===== src/rtl/mem_byte_sequencer.sv =====
// Serialises byte/half/word loads and stores onto a byte-wide memory port.
// Latency N+1 cycles (N = bytes); req_ready only in IDLE, req_valid ignored while busy.
module mem_byte_sequencer #(
    parameter int ADDR_W = 16,
    parameter int DATA_W = 32
) (
    input  logic              clk,
    input  logic              rst_n,
    input  logic              req_valid,
    output logic              req_ready,
    input  logic              req_write,
    input  logic [1:0]        req_size,
    input  logic [ADDR_W-1:0] req_addr,
    input  logic [DATA_W-1:0] req_wdata,
    output logic              resp_valid,
    output logic [DATA_W-1:0] resp_rdata,
    output logic              resp_err,
    output logic [ADDR_W-1:0] mem_address,
    output logic [7:0]        mem_write_data,
    output logic              mem_write_enable,
    input  logic [7:0]        mem_read_data
);

    localparam int NBYTES = DATA_W / 8;

    typedef enum logic [1:0] {
        IDLE = 2'd0,
        XFER = 2'd1,
        RESP = 2'd2
    } state_t;

    state_t                       state;
    state_t                       state_nxt;
    logic                         accept;
    logic                         wr_q;
    logic [1:0]                   last_idx_q;
    logic [1:0]                   idx_q;
    logic [ADDR_W-1:0]            base_q;
    logic [NBYTES-1:0][7:0]       wdata_q;
    logic [NBYTES-1:0][7:0]       rbuf_q;
    logic                         err_q;
    logic                         size_illegal;
    logic [1:0]                   size_last_idx;

    assign accept       = req_valid & req_ready;
    assign size_illegal = (req_size == 2'b11);

    always_comb begin
        case (req_size)
            2'b00:   size_last_idx = 2'd0;
            2'b01:   size_last_idx = 2'd1;
            default: size_last_idx = 2'd3;
        endcase
    end

    always_comb begin
        state_nxt        = state;
        req_ready        = 1'b0;
        resp_valid       = 1'b0;
        mem_address      = '0;
        mem_write_data   = '0;
        mem_write_enable = 1'b0;
        case (state)
            IDLE: begin
                req_ready = 1'b1;
                if (req_valid) begin
                    state_nxt = size_illegal ? RESP : XFER;
                end
            end
            XFER: begin
                // Address arithmetic wraps at the top of the byte space.
                mem_address = base_q + {{(ADDR_W-2){1'b0}}, idx_q};
                if (wr_q) begin
                    mem_write_data   = wdata_q[idx_q];
                    mem_write_enable = 1'b1;
                end
                if (idx_q == last_idx_q) begin
                    state_nxt = RESP;
                end
            end
            RESP: begin
                resp_valid = 1'b1;
                state_nxt  = IDLE;
            end
            default: state_nxt = IDLE;
        endcase
    end

    always_ff @(posedge clk or negedge rst_n) begin
        if (!rst_n) begin
            state <= IDLE;
        end else begin
            state <= state_nxt;
        end
    end

    always_ff @(posedge clk or negedge rst_n) begin
        if (!rst_n) begin
            wr_q       <= 1'b0;
            last_idx_q <= 2'd0;
            idx_q      <= 2'd0;
            base_q     <= '0;
            wdata_q    <= '0;
            rbuf_q     <= '0;
            err_q      <= 1'b0;
        end else if (accept) begin
            wr_q       <= req_write;
            last_idx_q <= size_last_idx;
            idx_q      <= 2'd0;
            base_q     <= req_addr;
            wdata_q    <= req_wdata;
            rbuf_q     <= '0;
            err_q      <= size_illegal;
        end else if (state == XFER) begin
            if (!wr_q) begin
                rbuf_q[idx_q] <= mem_read_data;
            end
            idx_q <= idx_q + 2'd1;
        end
    end

    // Stores never touch the read buffer, so it reads back as zero for them.
    assign resp_rdata = rbuf_q;
    assign resp_err   = err_q;

endmodule


===== config.mk =====
export PLATFORM = sky130hd
export DESIGN_NAME = mem_byte_sequencer
export DESIGN_NICKNAME = d
export VERILOG_FILES = /design/src/rtl/mem_byte_sequencer.sv
export SDC_FILE = /design/constraint.sdc
export NUM_CORES = 1
export LEC_CHECK = 0
export ABC_AREA = 1
export BUFFER_PORTS_ARGS = -buffer_cell sky130_fd_sc_hd__buf_2
export CORE_MARGIN = 2
export CORE_UTILIZATION = 48
export DETAILED_ROUTE_END_ITERATION = 10
export PLACE_DENSITY_LB_ADDON = 0.12
export SYNTH_ARGS = -nofsm -noshare
export SYNTH_HDL_FRONTEND = slang
export SYNTH_SLANG_ARGS = --single-unit

===== constraint.sdc =====
create_clock -name clk -period 1.8 [get_ports clk]
set_input_delay 0.09 -clock clk [delete_from_list [all_inputs] [get_ports clk]]
set_output_delay 0.09 -clock clk [all_outputs]
set_load 0.01 [all_outputs]

==> out/qor.txt <==
Grt total ovfl = 0
Slew @ Worst Pin = 0.524 ns
Die width = 100 µm
Async set-reset flop share out of synthesis = 1.00
GR met3 Demand/Resource = 0.0347
Clock network fraction of total power = 0.148
Comb power frac = 0.486
Hold crit path type = in -> reg
First-pass GRT wire length = 18.4 mm
Syn nets = 624
Max_cap viols = 0
# setup viols final = 13
Clk_lat worst skew = 0.36 ns
Clk_skew = 0.0144 ns
Worst path most repeated cell = nand2_1
Leak = 3.20 nW
Critical path data arrival time = 1.92 ns
CTS Buf Count = 9
RSZ-0062 raised after global routing = yes
Hold endpoint = resp_rdata[10]
Rows = 35
Routed via count = 4,156
Ys Warns = 0
Met1 usage = 0.306
Ordered cell list for the critical path = ha_2, fa_2, nand2_4, buf_6, nor2_4, nand2_1, nand2_1, nor2_1, buf_2
Vias per cell = 4.86
Detailed Route Iter0 Violations = 112
Post-placement setup slack = -0.00203 ns
Placed cell areas = 5180 µm²
Most frequent cells after synthesis = 239 x nand2_1, 88 x dfrtp_1, 61 x nor2_1
CP Class = reg -> out
GRT Max-Usage Layer = met2
Clock-pin slew of the registers on the worst-case setup and hold paths = 0.10 ns
I/O pin count = 122
Flop2flop setup slack = 0.09 ns
Port Buffers = 121
Largest net degree at the start of global routing = 47
Switching fraction of total power = 0.433
Clk sink count = 88
Sw power = 4.19 mW
M2 GR Usage = 0.386
Final nets = 808
Prevailing post-synth register cell = dfrtp_1
Top-count cell post-synth = nand2_1
Final hold violations = 0
Antenna violations before repair = 0
Power Density = 1560 nW/µm²
Hold_sp = mem_read_data[2]
Required @ worst endpoint = 1.71 ns
Fin util = 0.677
Critical Path Fanout Max = 3
Mean Syn Cell Area = 8.05 µm²
Die height = 100 µm
R2R depth = 7
CTS root buf = clkbuf_8
Antenna Nets Post-Route = 0
WP buf/inv = 2
Crit path largest cell delay = 0.39 ns
Initial core utilization = 0.488
Flop pwr share = 0.366
Total track usage = 0.230
Violations in the final reports = negative setup slack
Synth area leaders = dfrtp_1 49%, nand2_1 20%, o21ai_2 6.3%
Post-synth top area share = 0.493
Mapped cell area = 4470 µm²
Seq. cell area = 2200 µm²
Post-route cell area = 6200 µm²
Worst path slowest cell = dfrtp_1
Longest Clk Path Bufs = 2
CTS tree = yes
R2r endpoint = resp_rdata[24]
Final hold slack = 0.0207 ns
Die footprint = 10,100 µm²
Vias in the first global route = 4,054
H-tree levels = 3
Total power = 9.70 mW
Worst setup margin = -0.206 ns
Pint = 5.50 mW
Layout area overhead = 38.7%
Yosys cell types = 28
Status = complete, but fails checks
Crit. End Element = primary output
Diodes inserted = 0
GP Congestion = 0.839
Crit share post-route = 1.11
Slew Limit Fails = 0
Peak VDD IR = 0.708 mV
Post-synth EDFFs = 0
CORE AREA = 9150 µm²
Cell taking the most area after synthesis = dfrtp_1
DR pass1 iterations = 4
Final Critical Period = 2.01 ns
Register area share after synthesis = 0.493
Syn Inst Count = 555
Multi-input gate area = 2140 µm²
Per-cell routed wire length = 13.4 µm
F_max = 0.499 GHz
Synth Register Bits = 88
DRC violations left = 0
Max_slew headroom = 0.649
Hold Path Depth = 3
Ratio of cells with drive above 1 in the final layout = 0.327
DRT Wirelength = 11.5 mm
Critical Path Start Type = flop
Fill cells = 800
Hpwl dp = 7.65 mm
CP delay by family, top = adder cells
Worst r2r src = idx_q[1]
power by group through the flow:
| stage | clock network (mW) | registers, mW | logic, mW |
|---|---|---|---|
| 3_3_place_gp | 0 | 3.52 | 3.98 |
| 3_5_place_dp | 0 | 3.55 | 4.07 |
| 4_1_cts | 1.48 | 3.53 | 4.37 |
| 6_report | 1.44 | 3.55 | 4.71 |
| 2_1_floorplan | 0 | 3.56 | 2.83 |
| 5_1_grt | 1.56 | 3.66 | 5.30 |
worst register-to-register path: stages (launching register included):
cell	delay (ns)
dfrtp_2	0.43
buf_6	0.14
buf_8	0.15
ha_1	0.23
inv_1	0.07
nor2_2	0.31
nand2_1	0.15
o21ai_2	0.16
cell usage in the layout (no fill, tap or decap), types with 2 or more instances in the layout:
| master | instances |
|---|---|
| a21oi_1 | 12 |
| a31oi_1 | 2 |
| buf_12 | 6 |
| buf_2 | 120 |
| buf_4 | 10 |
| buf_6 | 5 |
| buf_8 | 2 |
| clkbuf_8 | 9 |
| clkinvlp_4 | 2 |
| dfrtp_1 | 86 |
| dfrtp_2 | 2 |
| dlygate4sd3_1 | 51 |
| ha_1 | 4 |
| inv_1 | 23 |
| inv_2 | 2 |
| inv_4 | 2 |
| inv_6 | 2 |
| inv_8 | 2 |
| nand2_1 | 234 |
| nand2_2 | 11 |
| nand2_4 | 3 |
| nand3_1 | 3 |
| nor2_1 | 51 |
| nor2_2 | 7 |
| nor2_4 | 8 |
| nor3_2 | 2 |
| o21ai_0 | 15 |
| o21ai_1 | 16 |
| o21ai_2 | 35 |
| o21ai_4 | 5 |
| xor2_1 | 2 |
cell families (layout without fill, tap and decap cells):
group	count (synthesis)	in the layout	synth area share
buffers and inverters	49	238	0.0585
AO/OA/AOI/OAI	86	86	0.136
flip-flops	88	88	0.493
XOR/XNOR	2	2	0.00392
adder cells (fa/ha/maj)	7	7	0.0213
AND/OR/NAND/NOR	323	323	0.287
metrics by stage:
step                      std cells  setup TNS (ns)
final                           855           -1.32
after floorplan                 555               0
after global placement          778               0
after global routing            855           -3.00
after CTS                       850           -1.66
after detailed placement        778        -0.00203
flip-flops by register name, summed over array words and instances (netlist names):
| name | flops |
|---|---|
| resp_rdata | 32 |
| wdata_q | 32 |
| base_q | 16 |
| idx_q | 2 |
| last_idx_q | 2 |
| state | 2 |
| resp_err | 1 |
| wr_q | 1 |
per-layer routing:
metal	wire length [µm]	vias up
met3	418	13
met5	0	-
met2	5790	96
met1	5090	1945
met4	160	0
li1	-	2102
final cells by class:
type                    count  area share
well taps                 111      0.0224
repair buffers            194       0.225
multi-input cells         418       0.345
clock buffers               9      0.0200
flip-flops and latches     88       0.356
clock inverters             7      0.0137
inverters                  28      0.0186
how the worst max path moves through the flow:
| stage | startpoint | end | depth (start not counted) |
|---|---|---|---|
| after floorplan | idx_q[0] | resp_rdata[1] | 8 |
| after global placement | idx_q[0] | resp_rdata[19] | 6 |
| after detailed placement | idx_q[0] | resp_rdata[3] | 6 |
| after CTS | idx_q[0] | mem_address[10] | 9 |
| after global routing | idx_q[0] | mem_address[10] | 9 |
| final | idx_q[0] | mem_address[8] | 9 |
timing repair:
action	4_1_cts	5_1_grt
gates cloned	2	0
gates resized for setup	27	43
endpoints found under the setup margin	26	41
hold buffers	51	0
pin swaps	4	12
hold endpoints to repair	81	0
buffers inserted	3	6
Power figures use the tool's default switching activity.
